File: src/rtl/d_sr_pkg.sv
// d_sr_pkg: shared definitions for the SR-on-D register bank.
//   POL_*    : encodings for resolving the forbidden S=R=1 input.
//   next_sr  : 1-bit next-state function (q, s, r, policy) -> q_next.
//              It covers only the enabled case. The caller gates it with en.
package d_sr_pkg;

  localparam int POL_HOLD = 0;
  localparam int POL_SET  = 1;
  localparam int POL_RST  = 2;
  localparam int POL_TOG  = 3;

  // This is the SR-from-D conversion D = S | (~R & Q), with an explicit
  // resolution for S=R=1. Policy values outside 0..3 fall back to hold,
  // so the bit never goes to X.
  function automatic logic next_sr(input logic q, input logic s,
                                   input logic r, input int policy);
    logic nxt;
    nxt = q;
    case ({s, r})
      2'b00: nxt = q;
      2'b01: nxt = 1'b0;
      2'b10: nxt = 1'b1;
      default: begin
        case (policy)
          POL_SET: nxt = 1'b1;
          POL_RST: nxt = 1'b0;
          POL_TOG: nxt = ~q;
          default: nxt = q;
        endcase
      end
    endcase
    return nxt;
  endfunction

endpackage

File: src/rtl/d_sr_cell.sv
// d_sr_cell: one SR bit built on a D flop.
// Ports:
//   clk, rst : clock and synchronous active-high reset. Reset loads RST_BIT.
//   en       : clock enable. With en=0 the bit holds and no forbidden event is reported.
//   s, r     : set and reset inputs for this bit.
//   q        : stored state, registered.
//   fb       : combinational forbidden detect, en & s & r.
module d_sr_cell
  import d_sr_pkg::*;
#(
  parameter int   POLICY  = POL_HOLD,
  parameter logic RST_BIT = 1'b1
) (
  input  logic clk,
  input  logic rst,
  input  logic en,
  input  logic s,
  input  logic r,
  output logic q,
  output logic fb
);

  logic q_q;
  logic q_d;

  always_comb begin
    q_d = q_q;
    if (en) q_d = next_sr(q_q, s, r, POLICY);
  end

  always_ff @(posedge clk) begin
    if (rst) q_q <= RST_BIT;
    else     q_q <= q_d;
  end

  assign q  = q_q;
  assign fb = en & s & r;

endmodule

File: src/rtl/d_sr_bank.sv
// d_sr_bank: a WIDTH-bit bank of SR flip-flops with forbidden-input tracking.
// Ports:
//   clk, rst  : clock and synchronous active-high reset. Reset has priority over all other inputs.
//   en        : clock enable for S/R sampling.
//   s, r      : per-bit set and reset inputs, WIDTH bits each.
//   clr_err   : single-cycle clear of err_flag and err_cnt.
//               A forbidden event in the same cycle takes priority over the clear.
//   q, qbar   : stored state and its inverse. qbar is derived from q and is not stored.
//   err_flag  : sticky per-bit flags, one per bit that has seen S=R=1.
//   any_err   : registered OR-reduction of err_flag.
//   err_cnt   : saturating count of cycles with at least one forbidden bit.
module d_sr_bank
  import d_sr_pkg::*;
#(
  parameter int               WIDTH   = 8,
  parameter logic [WIDTH-1:0] RST_VAL = {WIDTH{1'b1}},
  parameter int               POLICY  = POL_HOLD,
  parameter int               CNT_W   = 8
) (
  input  logic             clk,
  input  logic             rst,
  input  logic             en,
  input  logic [WIDTH-1:0] s,
  input  logic [WIDTH-1:0] r,
  input  logic             clr_err,
  output logic [WIDTH-1:0] q,
  output logic [WIDTH-1:0] qbar,
  output logic [WIDTH-1:0] err_flag,
  output logic             any_err,
  output logic [CNT_W-1:0] err_cnt
);

  localparam logic [CNT_W-1:0] CNT_MAX = {CNT_W{1'b1}};

  logic [WIDTH-1:0] fb;

  for (genvar i = 0; i < WIDTH; i++) begin : g_cell
    d_sr_cell #(
      .POLICY  (POLICY),
      .RST_BIT (RST_VAL[i])
    ) u_cell (
      .clk (clk),
      .rst (rst),
      .en  (en),
      .s   (s[i]),
      .r   (r[i]),
      .q   (q[i]),
      .fb  (fb[i])
    );
  end

  assign qbar = ~q;

  logic [WIDTH-1:0] err_flag_q, err_flag_d;
  logic             any_err_q, any_err_d;
  logic [CNT_W-1:0] err_cnt_q, err_cnt_d;
  logic             any_fb;

  assign any_fb = |fb;

  always_comb begin
    err_flag_d = err_flag_q | fb;
    err_cnt_d  = err_cnt_q;
    if (clr_err) begin
      // The clear removes old history. A forbidden event in the same cycle is still recorded.
      err_flag_d = fb;
      err_cnt_d  = any_fb ? CNT_W'(1) : '0;
    end else if (any_fb && (err_cnt_q != CNT_MAX)) begin
      err_cnt_d = err_cnt_q + CNT_W'(1);
    end
    // any_err is built from the next flag value, so it changes on the same edge as err_flag.
    any_err_d = |err_flag_d;
  end

  always_ff @(posedge clk) begin
    if (rst) begin
      err_flag_q <= '0;
      any_err_q  <= 1'b0;
      err_cnt_q  <= '0;
    end else begin
      err_flag_q <= err_flag_d;
      any_err_q  <= any_err_d;
      err_cnt_q  <= err_cnt_d;
    end
  end

  assign err_flag = err_flag_q;
  assign any_err  = any_err_q;
  assign err_cnt  = err_cnt_q;

endmodule

File: config.mk
export PLATFORM = sky130hd
export DESIGN_NAME = d_sr_bank
export DESIGN_NICKNAME = d
export VERILOG_FILES = /design/src/rtl/d_sr_pkg.sv /design/src/rtl/d_sr_cell.sv /design/src/rtl/d_sr_bank.sv
export SDC_FILE = /design/constraint.sdc
export NUM_CORES = 1
export LEC_CHECK = 0
export BUFFER_PORTS_ARGS = -buffer_cell sky130_fd_sc_hd__buf_2
export CAP_MARGIN = 30
export CORE_MARGIN = 2
export CORE_UTILIZATION = 43
export CTS_CLUSTER_DIAMETER = 50
export DETAILED_ROUTE_END_ITERATION = 6
export GPL_ROUTABILITY_DRIVEN = 0
export HOLD_SLACK_MARGIN = 0.03
export PLACE_DENSITY = 0.75
export SLEW_MARGIN = 40
export SYNTH_ARGS = -nofsm -noshare
export SYNTH_HDL_FRONTEND = slang
export SYNTH_SLANG_ARGS = --single-unit
File: constraint.sdc
create_clock -name clk -period 1.35 [get_ports clk]
set_input_delay 0.2025 -clock clk [delete_from_list [all_inputs] [get_ports clk]]
set_output_delay 0.2025 -clock clk [all_outputs]
set_load 0.03 [all_outputs]
==> flow_summary_export.csv, run 1 <==
group,metric,value,unit
worst_setup_path,cp_max_fo,8,
grt,grt_first_pass_wirelength,5290,um
route,drt-initial-drc-count,27,
cts,ctsRootBufferMaster,"clkbuf_4",
synth,postSynth.asyncResetShare,0,
power_and_ir_drop,seq_power_share,0.497,
power_and_ir_drop,vdd_drop_max,0.342,mV
cts,cts_tree,"done",
sta,worst_pin_slew,0.314,ns
sta,slew_violations,0,
placed_design,dp_slack,-0.193,ns
route,vias,1381,
grt,grt_use_total,0.197,
cells_and_area,antenna-diode-count,0,
cts,cts_buffer_depth,2,
flow_run,drv_cap,0,
sta,fmax,661,MHz
synth,synth-adder-area-share,0.0861,
sta,fin_crit_sh,1.12,
synth,synth_compound_area_frac,0.216,
grt,grt_antenna_before_repair,0,
worst_hold_path,hold_path_class,"in2reg",
grt,grt_pass1_vias,1277,
floorplan,die_area,3500,um2
synth,synth_top_family_by_area,"compound AO/OA/AOI/OAI gates",
power_and_ir_drop,p_switching,524,uW
cts,cts_buffers,3,
route,routed_wl,3260,um
status,status,"complete, but fails checks",
cts,htreeDepth,1,
synth,synth-edff-count,0,
cts,path_clk_slew,0.15,ns
route,route.detailed.drc,0,
sta,post-route-min-period,1.51,ns
floorplan,initial_core_util,0.439,
route,viasPerCell,5.15,
route,wl_per_cell,12.1,um
cells_and_area,final_cell_mix,"buf_2 (52), buf_4 (36), nor2_1 (21)",
floorplan,die_w,59.1,um
placed_design,io_buffers,52,
sta,clock_skew,0.0129,ns
synth,synthCells,155,
power_and_ir_drop,cellLeakagePower,0.000977,uW
synth,ys_types,34,
synth,ys.flop_type,"dfxtp_1",
status,violations,"setup timing",
grt,grt_max_degree,21,
synth,synth_nets,184,
synth,syn_area,1310,um2
power_and_ir_drop,p_int,1070,uW
cts,clock_latency,0.32,ns
power_and_ir_drop,switching_share,0.329,
cells_and_area,fin_cells,268,
placed_design,hpwl,2470,um
cells_and_area,nets,265,
sta,final_hold_viol_count,0,
sta,fin_ws,-0.163,ns
synth,yosysSeqAreaShare,0.383,
worst_setup_path,endpoint_kind,"register",
placed_design,dp.cells,262,
route,drtPass1Iterations,4,
cts,clock_sinks,25,
synth,yosys_warnings,0,
cells_and_area,drive_gt1_frac,0.494,
power_and_ir_drop,power_frac_clock,0.215,
power_and_ir_drop,powerDensity,826,nW/um2
route,detail-route-antenna-nets,0,
grt,gr-total-overflow,0,
floorplan,die_h,59.1,um
floorplan,coreArea,2980,um2
synth,avgSynthCellArea,8.44,um2
worst_setup_path,required,1.62,ns
cells_and_area,final_common_cell,"buf_2",
floorplan,ios,53,
sta,max-slew-margin-rel,0.791,
synth,ys_ff_latch,25,
worst_setup_path,worstPathArrival,1.78,ns
worst_setup_path,worstSetupPathType,"reg2reg",
power_and_ir_drop,comb_power_share,0.288,
floorplan,rows,20,
synth,yosys.area_share.simple,0.200,
synth,synthXorXnorAreaFrac,0,
worst_setup_path,worstSetupStartpointType,"register",
synth,synth_mux_area_frac,0,
cells_and_area,syn2layout_area_growth,47.4,%
sta,setup_viol,6,
sta,rsz0062_at_grt,"yes",
[cells by family (layout without fill, tap and decap cells)]
logic type | count (synthesis) | in the layout
AO/OA/AOI/OAI | 39 | 39
adder cells (fa/ha/maj) | 9 | 9
buffers and inverters | 31 | 111
flip-flops | 25 | 25
AND/OR/NAND/NOR | 51 | 51
[critical path, cell delays in order, from the launching register on]
cell,delay [ns]
dfxtp_4,0.38
ha_4,0.17
nand3_4,0.06
o21a_1,0.14
o21ai_2,0.07
buf_6,0.14
or4_4,0.41
a21oi_2,0.12
[power by group through the flow]
stage / Clock, uW / Sequential, uW / Combinational [uW]
global route: 384 / 796 / 502
CTS: 357 / 791 / 455
global placement: 0 / 805 / 433
floorplan: 0 / 837 / 262
finish: 342 / 791 / 458
detailed placement: 0 / 805 / 439
[per-stage QoR]
| step | instance area (um2) | TNS, ns | total power, uW | hold WS (ns) | util |
|---|---|---|---|---|---|
| final | 1930 | -0.718 | 1590 | 0.173 | 0.647 |
| after detailed placement | 1830 | -1.39 | 1240 | 0.505 | 0.615 |
| after global placement | 1830 | -1.25 | 1240 | 0.496 | 0.615 |
| after floorplan | 1350 | -0.242 | 1100 | 0.373 | - |
| after global routing | 1930 | -1.05 | 1680 | 0.182 | 0.647 |
| after CTS | 1910 | -0.671 | 1600 | 0.166 | 0.642 |
[final cells by class]
type	instances	area (um2)
Clock inverter	1	5.00
Sequential cell	25	520
Inverter	17	63.8
Tap cell	33	41.3
Fill cell	273	1050
Timing Repair Buffer	90	553
Multi-Input combinational cell	99	721
Clock buffer	3	22.5
[registers in the layout (all words and copies together) (netlist names)]
signal and cells:
any_err 1, err_cnt 8, g_cell.u_cell.q 8, err_flag 8
[per-layer routing]
metal / vias to the layer above / share of wire / global-route usage
li1: 700 / - / -
met1: 632 / 0.47 / 0.241
met2: 47 / 0.46 / 0.346
met3: 2 / 0.063 / 0.0306
met4: 0 / 0.0031 / 0.0714
met5: - / 0 / 0
[cell usage after synthesis, types with 2 or more instances]
cell type	count	area, um2
dfxtp_1	25	500
nor2_1	21	78.8
inv_1	16	60.1
buf_4	9	67.6
ha_1	9	113
a211o_1	8	70.1
nor2b_1	8	50.1
a32oi_1	7	61.3
o21ai_1	6	30.0
a21oi_1	5	25.0
clkbuf_1	4	15.0
nand3_1	4	20.0
a22oi_1	3	22.5
nand2_1	3	11.3
or3_1	3	18.8
a31oi_1	2	12.5
and2_1	2	12.5
nand4_1	2	12.5
o21a_1	2	15.0
or4_1	2	15.0
[final timing paths]
check | startpoint | end | slack, ns | depth (start not counted)
max | err_cnt[0] | err_cnt[5] | -0.16 | 7
min | r[4] | err_flag[4] | 0.17 | 3
max reg2reg | err_cnt[0] | err_cnt[5] | -0.16 | 7
min reg2reg | err_flag[5] | err_flag[5] | 0.59 | 2
[what timing repair did]
item                       4_1_cts  5_1_grt
setup buffers                    2        0
hold buffers                     0        0
gates resized for setup          9        3
setup endpoints to repair        6        7
pin swaps                        8        4
cloned                           0        0
Note: power is estimated with default switching activity, not from simulation.
==> run 2: changes to the inputs <==
--- a/config.mk
+++ b/config.mk
@@ -5,7 +5,7 @@
 export SDC_FILE = /design/constraint.sdc
 export NUM_CORES = 1
 export LEC_CHECK = 0
-export BUFFER_PORTS_ARGS = -buffer_cell sky130_fd_sc_hd__buf_2
+export BUFFER_PORTS_ARGS = -buffer_cell sky130_fd_sc_hd__buf_4
 export CAP_MARGIN = 30
 export CORE_MARGIN = 2
 export CORE_UTILIZATION = 43
@@ -13,7 +13,7 @@
 export DETAILED_ROUTE_END_ITERATION = 6
 export GPL_ROUTABILITY_DRIVEN = 0
 export HOLD_SLACK_MARGIN = 0.03
-export PLACE_DENSITY = 0.75
+export PLACE_DENSITY = 0.81
 export SLEW_MARGIN = 40
 export SYNTH_ARGS = -nofsm -noshare
 export SYNTH_HDL_FRONTEND = slang
==> run 2 against run 1 <==
Total power up 3.1%. Global-route usage up 2.1 points. The run still ends with setup timing left. Clock power about the same. Non-clock buffer count unchanged. Worst hold slack better by 0.0093 ns. Combinational power up 10%. Critical endpoint unchanged. Sequential cell count unchanged.
==> flow_summary_export.csv, run 2 (synthesis results as in run 1) <==
group,metric,value,unit
sta,worst_hold_slack,0.182,ns
power_and_ir_drop,power_frac_clock,0.209,
sta,final_hold_viol_count,0,
floorplan,die_w,59.1,um
cells_and_area,fin_cells,268,
placed_design,dp.cells,259,
cts,cts_tree,"done",
cts,cts_buffers,3,
sta,max-slew-margin-rel,0.801,
grt,grt_antenna_before_repair,0,
grt,grt_pass1_vias,1284,
grt,grt_first_pass_wirelength,5820,um
placed_design,io_buffers,52,
floorplan,rows,20,
cts,clock_sinks,25,
placed_design,placed_area,1940,um2
cts,clock_latency,0.33,ns
route,drt-initial-drc-count,58,
power_and_ir_drop,vdd_drop_max,0.317,mV
route,wl_per_cell,13.1,um
cells_and_area,seq_area,520,um2
worst_setup_path,path_cells,"ha_4 -> nand3_2 -> o21a_1 -> o21ai_1 -> buf_4 -> or4_1 -> a21oi_1",
flow_run,drv_cap,0,
worst_setup_path,cp_max_fo,8,
worst_setup_path,worstPathArrival,1.80,ns
placed_design,hpwl,2570,um
status,violations,"setup timing",
floorplan,die_h,59.1,um
route,routed_wl,3500,um
worst_setup_path,cp_top_family,"simple AND/OR/NAND/NOR gates",
power_and_ir_drop,cellLeakagePower,0.00100,uW
worst_setup_path,critPathSlowestCell,"or4_1",
grt,grt_use_total,0.218,
route,detail-route-antenna-nets,0,
power_and_ir_drop,comb_power_share,0.308,
sta,post-route-min-period,1.53,ns
cells_and_area,nets,265,
sta,fmax,655,MHz
worst_hold_path,hold_path_class,"in2reg",
sta,setup_viol,8,
worst_setup_path,endpoint_kind,"register",
route,drtPass1Iterations,4,
sta,clock_skew,0.00935,ns
cells_and_area,syn2layout_area_growth,56.5,%
grt,gr-total-overflow,0,
floorplan,die_area,3500,um2
route,route.detailed.drc,0,
power_and_ir_drop,total_power,1640,uW
power_and_ir_drop,switching_share,0.323,
cts,cts_hold_buf,0,
sta,fin_tns_setup,-0.811,ns
cells_and_area,antenna-diode-count,0,
sta,fin_crit_sh,1.13,
worst_setup_path,worstSetupStartpointType,"register",
cts,htreeDepth,1,
cells_and_area,drive_gt1_frac,0.489,
floorplan,coreArea,2980,um2
status,status,"complete, but fails checks",
route,vias,1398,
worst_setup_path,slowest_delay,0.39,ns
cells_and_area,multi_input_area,709,um2
sta,rsz0062_at_grt,"yes",
floorplan,ios,53,
cells_and_area,final_cell_mix,"buf_4 (88), nor2_1 (21), inv_1 (16)",
sta,fin_ws,-0.177,ns
cells_and_area,final_common_cell,"buf_4",
power_and_ir_drop,seq_power_share,0.482,
power_and_ir_drop,powerDensity,802,nW/um2
worst_setup_path,crit_buf_inv,1,
cells_and_area,final_cell_area,2050,um2
floorplan,initial_core_util,0.439,
cts,cts_buffer_depth,2,
worst_setup_path,required,1.62,ns
cts,path_clk_slew,0.14,ns
power_and_ir_drop,p_int,1110,uW
grt,grt_max_degree,21,
cells_and_area,fill_cells,266,
cts,ctsRootBufferMaster,"clkbuf_4",
sta,slew_violations,0,
worst_setup_path,worstSetupPathType,"reg2reg",
route,viasPerCell,5.22,
power_and_ir_drop,p_switching,529,uW
sta,worst_pin_slew,0.298,ns
==> run 2: timing repair <==
action                     CTS  global route
setup endpoints to repair    6             8
gates resized for setup      7             3
setup buffers                4             1
pin swaps                    6            10
cloned                       0             0
==> run 2: metal layers <==
metal | share of wire | wire (um) | vias to the layer above | track usage
li1 | - | - | 698 | -
met3 | 0.053 | 184 | 9 | 0.0306
met1 | 0.44 | 1530 | 641 | 0.282
met4 | 0.022 | 77 | 0 | 0.0812
met5 | 0 | 0 | - | 0
met2 | 0.49 | 1710 | 50 | 0.368
==> run 2: final timing paths <==
kind	slack, ns	start	end	depth (start not counted)
max	-0.18	err_cnt[1]	err_cnt[5]	7
min reg2reg	0.58	err_flag[0]	err_flag[0]	2
min	0.18	rst	err_cnt[0]	2
max reg2reg	-0.18	err_cnt[1]	err_cnt[5]	7
==> run 2: layout make-up <==
class	instances	share of cell area
clock inverter	1	0.00245
sequential	25	0.254
tap	33	0.0202
inverter	17	0.0312
timing repair buffer	90	0.334
multi-input combinational	99	0.347
clock buffer	3	0.0110
==> run 2: power by group through the flow <==
stage          Sequential [uW]  Clock [uW]  Combinational [uW]
2_1_floorplan              837           0                 262
3_3_place_gp               805           0                 478
3_5_place_dp               806           0                 487
4_1_cts                    792         365                 502
5_1_grt                    795         392                 550
6_report                   791         343                 505
==> run 2: per-stage QoR <==
| step | worst slack [ns] | utilization |
|---|---|---|
| 2_1_floorplan | -0.0663 | - |
| 3_3_place_gp | -0.137 | 0.651 |
| 3_5_place_dp | -0.187 | 0.651 |
| 4_1_cts | -0.165 | 0.681 |
| 5_1_grt | -0.218 | 0.687 |
| 6_report | -0.177 | 0.687 |
==> run 3: changes to the inputs <==
--- a/config.mk
+++ b/config.mk
@@ -7,8 +7,10 @@
 export LEC_CHECK = 0
 export BUFFER_PORTS_ARGS = -buffer_cell sky130_fd_sc_hd__buf_4
 export CAP_MARGIN = 30
+export CELL_PAD_IN_SITES_DETAIL_PLACEMENT = 1
+export CELL_PAD_IN_SITES_GLOBAL_PLACEMENT = 2
 export CORE_MARGIN = 2
-export CORE_UTILIZATION = 43
+export CORE_UTILIZATION = 24
 export CTS_CLUSTER_DIAMETER = 50
 export DETAILED_ROUTE_END_ITERATION = 6
 export GPL_ROUTABILITY_DRIVEN = 0
==> run 3 against run 2 <==
The run still ends with setup timing left. Sequential power is essentially flat. Fmax increased by 1.5%. Setup slack improved by 0.023 ns. Global-route usage down 7.6 points. Total power increased by 7.1%. Routed wire length grew 20%. Cell area is 3.4% higher. Non-clock buffer count down 1. First-iteration DRC count decreased by 12%. Worst hold slack better by 0.048 ns. Sequential share of layout area down 0.83 points. Critical endpoint unchanged. Critical path type unchanged.
==> flow_summary_export.csv, run 3 (synthesis results as in run 1) <==
group,metric,value,unit
cts,path_clk_slew,0.08,ns
power_and_ir_drop,seq_power_share,0.451,
grt,grt.busiest_layer,"met2",
floorplan,initial_core_util,0.253,
route,routed_wl,4210,um
route,route.detailed.drc,0,
floorplan,rows,26,
worst_setup_path,required,1.55,ns
cts,cts_buffer_depth,2,
sta,clock_skew,0.00288,ns
cells_and_area,syn2layout_area_growth,61.7,%
grt,grt_antenna_before_repair,0,
power_and_ir_drop,vdd_drop_max,0.470,mV
sta,worst_pin_slew,0.345,ns
worst_hold_path,whs_path_depth,3,
worst_setup_path,timing.rr.start,"err_cnt[1]",
sta,fin_crit_sh,1.11,
route,drtPass1Iterations,4,
cells_and_area,final_common_cell,"buf_4",
worst_setup_path,cp_max_fo,6,
sta,max-slew-margin-rel,0.770,
route,vias,1370,
cts,cts_buffers,3,
power_and_ir_drop,powerDensity,831,nW/um2
sta,worst_hold_slack,0.231,ns
worst_setup_path,worstPathArrival,1.71,ns
floorplan,ios,53,
sta,slew_violations,0,
grt,grt_use_total,0.142,
grt,grt_first_pass_wirelength,6760,um
flow_run,drv_cap,0,
worst_hold_path,holdPathEnd,"err_flag[7]",
grt,grt_pass1_vias,1412,
cts,ctsRootBufferMaster,"clkbuf_8",
power_and_ir_drop,p_switching,544,uW
sta,fin_ws,-0.155,ns
floorplan,die_area,6050,um2
sta,setup_viol,8,
cells_and_area,antenna-diode-count,0,
worst_setup_path,endpoint_kind,"register",
route,wl_per_cell,13.9,um
grt,grtUsageMet2,0.236,
status,violations,"setup timing",
status,status,"complete, but fails checks",
floorplan,die_h,77.8,um
cts,htreeDepth,1,
cells_and_area,nets,264,
route,viasPerCell,4.51,
grt,grt_max_degree,21,
placed_design,dp_slack,-0.287,ns
grt,globalRouteMet3Util,0.0326,
floorplan,coreArea,5170,um2
placed_design,io_buffers,52,
worst_hold_path,min_from,"r[7]",
worst_setup_path,worstSetupStartpointType,"register",
grt,grtUsageMet1,0.176,
worst_setup_path,reg2reg_depth,7,
cts,cts_tree,"done",
worst_setup_path,worstSetupPathType,"reg2reg",
cells_and_area,final_cell_area,2110,um2
power_and_ir_drop,switching_share,0.310,
power_and_ir_drop,power_frac_clock,0.256,
power_and_ir_drop,cellLeakagePower,0.00100,uW
cells_and_area,fill_cells,616,
cells_and_area,final_cell_mix,"buf_4 (89), nor2_1 (21), inv_1 (16)",
sta,fin_tns_setup,-0.481,ns
grt,gr-total-overflow,0,
cells_and_area,drive_gt1_frac,0.496,
sta,rsz0062_at_grt,"yes",
sta,fmax,665,MHz
worst_setup_path,r2r_slack,-0.15,ns
sta,post-route-min-period,1.50,ns
placed_design,hpwl,3210,um
cts,clock_sinks,25,
power_and_ir_drop,comb_power_share,0.293,
placed_design,placed_area,1990,um2
cells_and_area,seq_area,520,um2
power_and_ir_drop,p_int,1210,uW
worst_hold_path,hold_path_class,"in2reg",
floorplan,die_w,77.8,um
route,detail-route-antenna-nets,0,
route,drt-initial-drc-count,51,
worst_setup_path,r2r-end,"err_cnt[5]",
sta,final_hold_viol_count,0,
cells_and_area,multi_input_area,729,um2
cts,clock_latency,0.27,ns
==> run 3: cell count changes in the layout (fill, tap and decap cells not counted), moves of 2 or more <==
cell	before	now
clkbuf_4	3	0
clkbuf_8	0	3
a21oi_1	5	3
a21oi_2	1	3
buf_6	2	0
==> run 3: layout make-up <==
type	instances	share of cell area
repair buffers	89	0.316
well taps	70	0.0414
inverters	17	0.0302
multi-input cells	99	0.345
clock buffers	4	0.0213
flip-flops and latches	25	0.246
==> run 3: power groups by stage <==
stage | logic, uW | clock network [uW] | registers [uW]
after floorplan | 262 | 0 | 837
after global placement | 488 | 0 | 807
after detailed placement | 498 | 0 | 808
after CTS | 506 | 471 | 791
after global routing | 560 | 509 | 799
final | 515 | 449 | 792
==> run 3: per-stage QoR <==
stage | utilization | std cells | power, uW
detailed placement | 0.385 | 297 | 1310
finish | 0.409 | 304 | 1760
floorplan | - | 155 | 1100
global placement | 0.385 | 297 | 1300
global route | 0.409 | 304 | 1870
CTS | 0.398 | 303 | 1770
==> run 3: worst max-delay path: stages, from the launching register on <==
cell and delay [ns]:
dfxtp_4 0.36, ha_4 0.16, nand3_2 0.07, o21a_1 0.10, o21ai_1 0.05, buf_4 0.15
or4_4 0.42, a21oi_2 0.13
==> run 3: how the worst max path moves through the flow <==
stage | from | end | slack, ns | cells past startpoint
floorplan | err_cnt[0] | err_cnt[4] | -0.07 | 7
global placement | s[7] | err_cnt[2] | -0.17 | 6
detailed placement | s[7] | err_cnt[2] | -0.29 | 6
CTS | err_cnt[1] | err_cnt[5] | -0.18 | 7
global route | err_cnt[1] | err_cnt[5] | -0.25 | 7
finish | err_cnt[1] | err_cnt[5] | -0.15 | 7
==> run 3: routing by layer <==
metal,share of wire,routed length [um]
met5,0,0
met4,0.016,66
met3,0.045,191
met2,0.50,2110
met1,0.44,1850
==> run 3: timing repair <==
action	4_1_cts	5_1_grt
setup endpoints to repair	6	9
pin swaps	2	7
resized for setup	3	11
hold buffers	0	0
buffers inserted	2	1
